<file path="src/rtl/mem_port_arbiter.sv">
// Shares one memory read/write port between C_RPORT cache readers and one writer.
// Round-robin among reads, alternation between read and write, ack timeout with sticky err.
module mem_port_arbiter #(
  parameter int C_RPORT = 2,
  parameter int ADDR_W  = 32,
  parameter int DATA_W  = 64,
  parameter int LEN_W   = 2,
  parameter int TIMEOUT = 255
) (
  input  logic                      clk,
  input  logic                      rst,
  input  logic [C_RPORT-1:0]        c_re,
  input  logic [C_RPORT*ADDR_W-1:0] c_raddr,
  input  logic [C_RPORT*LEN_W-1:0]  c_rlen,
  output logic [C_RPORT*DATA_W-1:0] c_dout,
  output logic [C_RPORT-1:0]        c_rack,
  input  logic                      c_we,
  input  logic [ADDR_W-1:0]         c_waddr,
  input  logic [LEN_W-1:0]          c_wlen,
  input  logic [DATA_W-1:0]         c_din,
  output logic                      c_wack,
  output logic                      m_re,
  output logic [ADDR_W-1:0]         m_raddr,
  output logic [LEN_W-1:0]          m_rlen,
  input  logic [DATA_W-1:0]         m_din,
  input  logic                      m_rack,
  output logic                      m_we,
  output logic [ADDR_W-1:0]         m_waddr,
  output logic [LEN_W-1:0]          m_wlen,
  output logic [DATA_W-1:0]         m_dout,
  input  logic                      m_wack,
  output logic                      busy,
  output logic                      err
);

  localparam int PW = (C_RPORT > 1) ? $clog2(C_RPORT) : 1;
  localparam int TW = $clog2(TIMEOUT);

  typedef enum logic [2:0] {
    IDLE, RD_WAIT, WR_WAIT, RD_ACK, WR_ACK
  } state_t;

  state_t        state, state_nx;
  logic [PW-1:0] g, rr_ptr, cand, rr_nx;
  logic [PW:0]   idx;
  logic          cand_vld, last_was_w;
  logic [TW-1:0] timer;
  logic          tmo_hit, tmo;
  logic          rd_go, wr_go, rd_fin, wr_fin, rd_rel, wr_rel;

  assign busy    = (state != IDLE);
  assign tmo_hit = (timer == TW'(TIMEOUT - 1));

  // first requesting port at or after rr_ptr, wrapping
  always_comb begin
    cand     = '0;
    cand_vld = 1'b0;
    idx      = '0;
    for (int i = 0; i < C_RPORT; i++) begin
      idx = {1'b0, rr_ptr} + (PW+1)'(i);
      if (idx >= (PW+1)'(C_RPORT))
        idx = idx - (PW+1)'(C_RPORT);
      if (!cand_vld && c_re[idx[PW-1:0]]) begin
        cand_vld = 1'b1;
        cand     = idx[PW-1:0];
      end
    end
  end

  assign rr_nx = (cand == PW'(C_RPORT - 1)) ? '0 : cand + 1'b1;

  always_ff @(posedge clk or posedge rst) begin
    if (rst) state <= IDLE;
    else     state <= state_nx;
  end

  always_comb begin
    state_nx = state;
    rd_go    = 1'b0;
    wr_go    = 1'b0;
    rd_fin   = 1'b0;
    wr_fin   = 1'b0;
    rd_rel   = 1'b0;
    wr_rel   = 1'b0;
    tmo      = 1'b0;
    unique case (state)
      IDLE: begin
        if (!m_rack && !m_wack) begin
          if (c_we && (!cand_vld || !last_was_w)) begin
            wr_go    = 1'b1;
            state_nx = WR_WAIT;
          end else if (cand_vld) begin
            rd_go    = 1'b1;
            state_nx = RD_WAIT;
          end
        end
      end
      RD_WAIT: begin
        if (m_rack || tmo_hit) begin
          rd_fin   = 1'b1;
          tmo      = !m_rack;
          state_nx = RD_ACK;
        end
      end
      WR_WAIT: begin
        if (m_wack || tmo_hit) begin
          wr_fin   = 1'b1;
          tmo      = !m_wack;
          state_nx = WR_ACK;
        end
      end
      RD_ACK: begin
        if (!c_re[g]) begin
          rd_rel   = 1'b1;
          state_nx = IDLE;
        end
      end
      WR_ACK: begin
        if (!c_we) begin
          wr_rel   = 1'b1;
          state_nx = IDLE;
        end
      end
      default: state_nx = IDLE;
    endcase
  end

  always_ff @(posedge clk or posedge rst) begin
    if (rst) begin
      g          <= '0;
      rr_ptr     <= '0;
      last_was_w <= 1'b0;
      timer      <= '0;
      m_re       <= 1'b0;
      m_raddr    <= '0;
      m_rlen     <= '0;
      m_we       <= 1'b0;
      m_waddr    <= '0;
      m_wlen     <= '0;
      m_dout     <= '0;
      c_dout     <= '0;
      c_rack     <= '0;
      c_wack     <= 1'b0;
      err        <= 1'b0;
    end else begin
      if (state == RD_WAIT || state == WR_WAIT)
        timer <= timer + 1'b1;
      if (rd_go) begin
        g          <= cand;
        m_re       <= 1'b1;
        m_raddr    <= c_raddr[cand*ADDR_W +: ADDR_W];
        m_rlen     <= c_rlen[cand*LEN_W +: LEN_W];
        rr_ptr     <= rr_nx;
        last_was_w <= 1'b0;
        timer      <= '0;
      end
      if (wr_go) begin
        m_we       <= 1'b1;
        m_waddr    <= c_waddr;
        m_wlen     <= c_wlen;
        m_dout     <= c_din;
        last_was_w <= 1'b1;
        timer      <= '0;
      end
      // a timed-out read still acks, with zero data
      if (rd_fin) begin
        m_re                       <= 1'b0;
        c_rack[g]                  <= 1'b1;
        c_dout[g*DATA_W +: DATA_W] <= tmo ? '0 : m_din;
      end
      if (wr_fin) begin
        m_we   <= 1'b0;
        c_wack <= 1'b1;
      end
      if (tmo)    err    <= 1'b1;
      if (rd_rel) c_rack <= '0;
      if (wr_rel) c_wack <= 1'b0;
    end
  end

endmodule

</file>
<file path="config.mk">
export PLATFORM = sky130hd
export DESIGN_NAME = mem_port_arbiter
export DESIGN_NICKNAME = d
export VERILOG_FILES = /design/src/rtl/mem_port_arbiter.sv
export SDC_FILE = /design/constraint.sdc
export NUM_CORES = 1
export LEC_CHECK = 0
export BUFFER_PORTS_ARGS = -buffer_cell sky130_fd_sc_hd__buf_2
export CAP_MARGIN = 20
export CORE_AREA = 2 2 198 200
export CTS_CLUSTER_SIZE = 24
export DETAILED_ROUTE_END_ITERATION = 12
export DIE_AREA = 0 0 200 202
export GPL_ROUTABILITY_DRIVEN = 0
export GPL_TIMING_DRIVEN = 0
export PLACE_DENSITY = 0.63
export REMOVE_ABC_BUFFERS = 1
export SLEW_MARGIN = 20
export SYNTH_ARGS = -nofsm -noshare
export SYNTH_HDL_FRONTEND = slang
export SYNTH_SLANG_ARGS = --single-unit
</file>
<file path="constraint.sdc">
create_clock -name clk -period 26.5 [get_ports clk]
set_input_delay 5.3 -clock clk [delete_from_list [all_inputs] [get_ports clk]]
set_output_delay 5.3 -clock clk [all_outputs]
set_load 0.005 [all_outputs]
</file>
==> results of run 1 <==
-- path summary, 6_finish.rpt --
check / slack, ns / endpoint
worst max-delay path: 19.51 / c_dout[123]
worst min-delay path: 0.46 / err
worst max register to register: 23.76 / c_dout[123]
worst min register to register: 0.46 / err
max in group asynchronous: 20.73 / c_dout[8]
min in group asynchronous: 4.81 / m_wlen[1]
-- metal layers --
layer / up-vias / wire length (um)
li1: 3760 / -
met2: 359 / 15300
met4: 12 / 948
met5: - / 66
met1: 3928 / 12300
met3: 60 / 3330
-- per-stage QoR --
| stage | area [um^2] | utilization [%] | instances |
|---|---|---|---|
| 3_3_place_gp | 14200 | 37.2 | 1748 |
| 4_1_cts | 15600 | 40.9 | 1827 |
| 3_5_place_dp | 14600 | 38.2 | 1773 |
| 2_1_floorplan | 11100 | - | 727 |
| 6_report | 15700 | 40.9 | 1831 |
| 5_1_grt | 15700 | 40.9 | 1829 |
-- final cells by class --
| type | count | area, um^2 | share of cell area [%] |
|---|---|---|---|
| clock inverter | 10 | 78.8 | 0.503 |
| timing repair buffer | 528 | 2880 | 18.4 |
| sequential | 280 | 7010 | 44.7 |
| inverter | 7 | 33.8 | 0.216 |
| clock buffer | 44 | 925 | 5.91 |
| antenna | 4 | 10.0 | 0.0639 |
| tap | 518 | 648 | 4.14 |
| multi-input combinational | 440 | 4080 | 26.1 |
-- state kept, by name (all words and copies together) (netlist names), 2 cells and up --
| register | cells |
|---|---|
| c_dout | 128 |
| m_rlen | 2 |
| m_waddr | 32 |
| timer | 8 |
| c_rack | 2 |
| state | 3 |
| m_raddr | 32 |
| m_dout | 64 |
| m_wlen | 2 |
-- cell families (layout without fill, tap and decap cells) --
family	after synthesis	count (layout)
buffers and inverters	55	589
xor gates and xnor gates	8	8
AOI/OAI and AO/OA	55	55
muxes	227	227
and+or+nand+nor	148	148
DFF	280	280
other	0	4
adders and majority gates	2	2
-- cells in the final DEF, fill, tap and decap left out, types with 5 or more instances in the layout --
cell type and instances:
nand2_1 5, buf_4 11, xnor2_1 8, nor2_1 20, a221o_1 34, inv_1 6, mux2_2 226, buf_2 503
buf_6 6, nor2b_1 99, dfrtp_1 280, clkbuf_16 31, clkbuf_8 10, clkinv_2 8, buf_16 7
-- power breakdown --
group / internal (mW) / switching [mW] / total [mW]
logic: 0.347 / 0.254 / 0.601
clock network: 0.249 / 0.172 / 0.421
registers: 0.637 / 0.107 / 0.744
total: 1.23 / 0.532 / 1.77
-- critical path, delay by kind of cell --
family	cells	cell delay [ns]
buf+inv	4	0.76
simple gates	2	0.71
compound gates	1	0.37
mux	1	0.26
==> run_results.csv, run 1 <==
group,metric,value,unit
setup_path,worst_ep_arrival_time,7.43,ns
logic_synthesis,async_reset_ff_share,100,%
global_routing,grt_pass1_vias,8497,
logic_synthesis,synth_top_family_by_area,"multiplexers",
clock_network,cts_buffer_depth,3,
clock_network,ctsResizeCount,0,
logic_synthesis,synthMuxAreaShare,22.6,%
logic_synthesis,synthTopCellsByCount,"dfrtp_1 (280), mux2_2 (226), nor2b_1 (99), a221o_1 (34), buf_2 (32)",
placed_design,dp_hpwl,24100,um
setup_path,slowest_stage,"or4b_1",
logic_synthesis,yosysMostFrequentCell,"dfrtp_1",
global_routing,antenna_found_initial,10,
logic_synthesis,synth_cell_type_count,43,
global_routing,grt_most_used_layer,"met2",
power_and_ir_drop,ir_drop,0.0741,mV
clock_network,root_buffer,"clkbuf_16",
global_routing,grt.met3_usage,6.06,%
setup_path,end_kind,"flop",
global_routing,use_met2,26.4,%
logic_synthesis,synthXorXnorAreaFrac,0.619,%
setup_path,critPathMostFrequentCell,"buf_6",
sta,fmax,143,MHz
power_and_ir_drop,power.total,1.77,mW
routing,drc,0,
routing,drt_iter0_markers,259,
power_and_ir_drop,power-per-cell-area,113,mW/mm^2
setup_path,cpPeakStageDelay,0.60,ns
clock_network,cts_tree,"yes",
clock_network,insertion_delay,0.57,ns
layout,drive_gt1_share,62.3,%
setup_path,cp_max_fo,18,
min_path,holdPathStages,1,
sta,post-route-period-util,26.4,%
layout,fillers,3660,
global_routing,grt_pass1_wl,48500,um
sta,drv_slew,0,
clock_network,post-cts-setup-buffer-count,0,
clock_network,hold_buffers,0,
sta,skew,0.0105,ns
logic_synthesis,synth_compound_area_share,4.56,%
sta,hold_slack,0.462,ns
layout,nets,1526,
logic_synthesis,yosys.area.top_type,"dfrtp_1",
routing,vias,8119,
placed_design,pre_cts_slack,18.92,ns
sta,fin_ws,19.51,ns
routing,routedWlPerCell,17.4,um
sta,tns,0,ns
logic_synthesis,synth-seq-cells,280,
routing,routed_wl,31900,um
global_routing,gr-usage-all-layers,15.3,%
routing,avgViaCountPerCell,4.43,
power_and_ir_drop,leakage,7.84,nW
routing,first_pass_iters,5,
sta,post-route-min-period,6.99,ns
setup_path,r2r_start,"state[2]",
logic_synthesis,synth_top_area_share,61.9,%
routing,ant_nets,0,
status,status,"finished clean",
logic_synthesis,syn_avg_cell_area,14.6,um^2
setup_path,crit_start,"m_wack",
sta,worst_pin_slew,0.721,ns
die,rows,72,
clock_network,clkTransAtPathRegs,0.06,ns
logic_synthesis,yosysSeqAreaShare,61.9,%
min_path,hp-start,"err",
logic_synthesis,synth_edf_count,0,
global_routing,overflow,0,
die,start_util,29.6,%
die,die_area,0.0404,mm^2
clock_network,numClockSinks,280,
setup_path,worst_setup_path_start_kind,"primary input",
setup_path,crit_required,26.94,ns
logic_synthesis,synthesis.instances,775,
die,dieWidth,200,um
min_path,hold_path_class,"flop to flop",
global_routing,grt_max_degree,106,
global_routing,use_met1,17.4,%
setup_path,crit_chain,"buf_2 > or4b_1 > a211oi_4 > buf_6 > buf_8 > buf_6 > nor2b_1 > mux2_2",
layout,area_growth,38.3,%
die,core-area,0.0383,mm^2
logic_synthesis,synth_fa_ha_area_share,0.221,%
sta,hold_viol,0,
clock_network,cts_buffers,30,
sta,finalSetupViolations,0,
clock_network,htree_levels,1,
logic_synthesis,synth_area_leaders,"dfrtp_1 (62%), mux2_2 (22%), nor2b_1 (5.5%)",
run,drv_cap,0,
die,die_y,202,um
logic_synthesis,synthSimpleGateAreaFrac,7.72,%
sta,relSlewSlack,51.9,%
logic_synthesis,ys.flop_type,"dfrtp_1",
setup_path,crit_type,"primary input to flop",
logic_synthesis,synth_area,0.0113,mm^2
die,io_pins,504,
setup_path,reg2reg_depth,7,
sta,grt_setup_unrepaired,"no",
placed_design,io_buffers,503,
logic_synthesis,yosys_warnings,0,
Note: power is estimated with default switching activity, not from simulation.
==> run 2: changes to the inputs <==
--- a/config.mk
+++ b/config.mk
@@ -5,15 +5,16 @@
 export SDC_FILE = /design/constraint.sdc
 export NUM_CORES = 1
 export LEC_CHECK = 0
+export ABC_AREA = 1
 export BUFFER_PORTS_ARGS = -buffer_cell sky130_fd_sc_hd__buf_2
 export CAP_MARGIN = 20
-export CORE_AREA = 2 2 198 200
+export CORE_AREA = 2 2 197 199
 export CTS_CLUSTER_SIZE = 24
 export DETAILED_ROUTE_END_ITERATION = 12
-export DIE_AREA = 0 0 200 202
+export DIE_AREA = 0 0 199 201
 export GPL_ROUTABILITY_DRIVEN = 0
 export GPL_TIMING_DRIVEN = 0
-export PLACE_DENSITY = 0.63
+export PLACE_DENSITY = 0.66
 export REMOVE_ABC_BUFFERS = 1
 export SLEW_MARGIN = 20
 export SYNTH_ARGS = -nofsm -noshare
==> constraint.sdc (replaced) <==
create_clock -name clk -period 5.93 [get_ports clk]
set_input_delay 1.186 -clock clk [delete_from_list [all_inputs] [get_ports clk]]
set_output_delay 1.186 -clock clk [all_outputs]
set_load 0.005 [all_outputs]
==> run 2 against run 1 <==
Sequential share of layout area is essentially flat. Power rose to 4.4 times the previous value. Area after synthesis increased by 0.13%. Non-clock buffer count down 3. Worst setup slack lost 17 ns. Core utilization up 0.23 points. Cell area about the same. Die area decreased by 0.99%. Global-route usage increased by 0.52 points. Clock-buffer cell count shrank 5. Critical path type unchanged. Largest cell class unchanged.
==> run_results.csv, run 2 <==
group,metric,value,unit
clock_network,root_buffer,"clkbuf_16",
routing,drt_iter0_markers,408,
sta,worst_pin_slew,1.00,ns
sta,post-route-period-util,52.1,%
logic_synthesis,synth_area_leaders,"dfrtp_1 (62%), nand2_1 (18%), o21ai_1 (5.2%)",
routing,routed_wl,32300,um
sta,finalSetupViolations,0,
layout,final_cell_mix,"nand2_1 (531), buf_2 (503), dfrtp_1 (280), inv_1 (117), o21ai_1 (117)",
placed_design,io_buffers,503,
routing,routedWlPerCell,13.9,um
routing,ant_nets,0,
sta,grt_setup_unrepaired,"no",
global_routing,gr-usage-all-layers,15.8,%
logic_synthesis,synthXorXnorAreaFrac,0.541,%
setup_path,end_kind,"flop",
die,dieWidth,199,um
logic_synthesis,ys.flop_type,"dfrtp_1",
die,core-area,0.0381,mm^2
logic_synthesis,synth_area,0.0113,mm^2
sta,hold_viol,0,
placed_design,dp.cells,2265,
logic_synthesis,yosys.area.top_type,"dfrtp_1",
setup_path,cp_max_fo,36,
setup_path,crit_type,"primary input to flop",
die,die_y,201,um
logic_synthesis,synthSimpleGateAreaFrac,19.8,%
clock_network,numClockSinks,280,
routing,first_pass_iters,5,
logic_synthesis,synth_cell_type_count,28,
global_routing,grt_pass1_wl,51200,um
power_and_ir_drop,leakage,9.05,nW
die,start_util,29.8,%
layout,top_register,"c_dout",
global_routing,antenna_found_initial,6,
global_routing,grt_max_degree,104,
sta,relSlewSlack,32.7,%
clock_network,ctsResizeCount,0,
layout,fillers,3834,
layout,final_common_cell,"nand2_1",
layout,seq_area,0.00701,mm^2
logic_synthesis,synth_fa_ha_area_share,0.221,%
logic_synthesis,synth-seq-cells,280,
logic_synthesis,synth_compound_area_share,10.4,%
sta,skew,0.00818,ns
logic_synthesis,yosys_warnings,0,
layout,final_cell_area,0.0157,mm^2
setup_path,worst_setup_path_start_kind,"primary input",
layout,drive_gt1_share,32.9,%
clock_network,post-cts-setup-buffer-count,0,
layout,largest_reg_flops,128,
clock_network,htree_levels,1,
logic_synthesis,synth_edf_count,0,
placed_design,dp_hpwl,24000,um
routing,vias,10126,
layout,multiInputGateArea,0.00354,mm^2
clock_network,clkTransAtPathRegs,0.06,ns
layout,area_growth,38.2,%
setup_path,crit_required,6.39,ns
power_and_ir_drop,power-per-cell-area,497,mW/mm^2
routing,avgViaCountPerCell,4.36,
global_routing,overflow,0,
layout,fin_cells,2325,
die,io_pins,504,
clock_network,cts_buffer_depth,3,
logic_synthesis,synth_top_area_share,61.8,%
layout,reg_top3,"c_dout: 128 flops, m_dout: 64 flops",
sta,fmax,324,MHz
clock_network,cts_tree,"yes",
global_routing,grt_pass1_vias,10057,
min_path,hold_path_class,"flop to flop",
die,rows,72,
logic_synthesis,yosysMostFrequentCell,"nand2_1",
routing,drc,0,
run,drv_cap,0,
logic_synthesis,syn_avg_cell_area,8.77,um^2
logic_synthesis,synth_top_family_by_area,"simple AND/OR/NAND/NOR gates",
setup_path,worst_ep_arrival_time,3.55,ns
die,die_area,0.0400,mm^2
placed_design,pre_cts_slack,2.21,ns
clock_network,insertion_delay,0.56,ns
logic_synthesis,synthTopCellsByCount,"nand2_1 (532), dfrtp_1 (280), inv_1 (118), o21ai_1 (117), o21ai_0 (111)",
logic_synthesis,yosysSeqAreaShare,61.8,%
logic_synthesis,async_reset_ff_share,100,%
clock_network,cts_buffers,31,
sta,post-route-min-period,3.09,ns
layout,nets,2019,
logic_synthesis,synthMuxAreaShare,0,%
clock_network,hold_buffers,0,
sta,fin_ws,2.84,ns
logic_synthesis,synthesis.instances,1293,
power_and_ir_drop,ir_drop,0.217,mV
placed_design,placed_area,0.0146,mm^2
status,status,"finished clean",
sta,drv_slew,0,
run 2: cell count changes after synthesis, sizes merged, moves of 34 or more:
cell and delta:
nand2 +529, a221o -34, o21ai +224, nor2b -99
inv +113, mux2 -226
run 2: layout make-up:
class | count | share of cell area [%]
clock inverter | 18 | 1.50
sequential | 280 | 44.7
timing repair buffer | 525 | 18.5
multi-input combinational | 821 | 22.6
antenna | 3 | 0.0479
tap | 518 | 4.14
inverter | 121 | 2.95
clock buffer | 39 | 5.53
run 2: cells by family (layout without fill, tap and decap cells):
kind of cell / Yosys count / count (layout)
compound gates: 236 / 236
buf+inv: 192 / 703
simple gates: 576 / 576
fa+ha+maj: 2 / 2
other cells: 0 / 3
flops: 280 / 280
xor+xnor: 7 / 7
run 2: path summary, 6_finish.rpt:
| path | startpoint | end | slack (ns) | cells past startpoint |
|---|---|---|---|---|
| max | c_re[0] | m_rlen[1] | 2.84 | 8 |
| min | err | err | 0.47 | 2 |
| max reg2reg | rr_ptr | m_rlen[1] | 3.14 | 8 |
| min reg2reg | err | err | 0.47 | 2 |
| max in group asynchronous | rst | c_dout[49] | 4.17 | 4 |
| min in group asynchronous | rst | m_dout[21] | 0.59 | 2 |
run 2: critical path, cell delays in order:
cell and delay [ns]:
buf_2 0.11, nand2_1 0.08, nand2_2 0.51, clkinv_1 1.00
nand2_1 0.39, nand2_1 0.10, nand2_1 0.09, nand2_1 0.04
run 2: per-stage QoR:
step / TNS, ns / total power, mW / utilization [%] / hold WS, ns
floorplan: -911.38 / 4.42 / - / 0.442
global placement: -2104.77 / 5.72 / 37.1 / 0.447
detailed placement: 0 / 5.81 / 38.2 / 0.449
CTS: 0 / 7.91 / 41.1 / 0.469
global route: 0 / 8.41 / 41.1 / 0.502
finish: 0 / 7.78 / 41.1 / 0.471
run 2: per-layer routing:
layer,global-route usage [%],vias up,part of all wire (%),wire [um]
li1,-,4996,-,-
met1,18.7,4622,40,12900
met2,26.7,415,47,15200
met3,4.27,89,8.7,2800
met4,7.22,4,4.3,1380
met5,0,-,0.077,25
run 2: power breakdown:
part,switching [mW],internal (mW),total [mW]
logic,1.31,1.15,2.45
registers,0.478,2.81,3.28
clock network,0.797,1.25,2.05
total,2.58,5.20,7.78
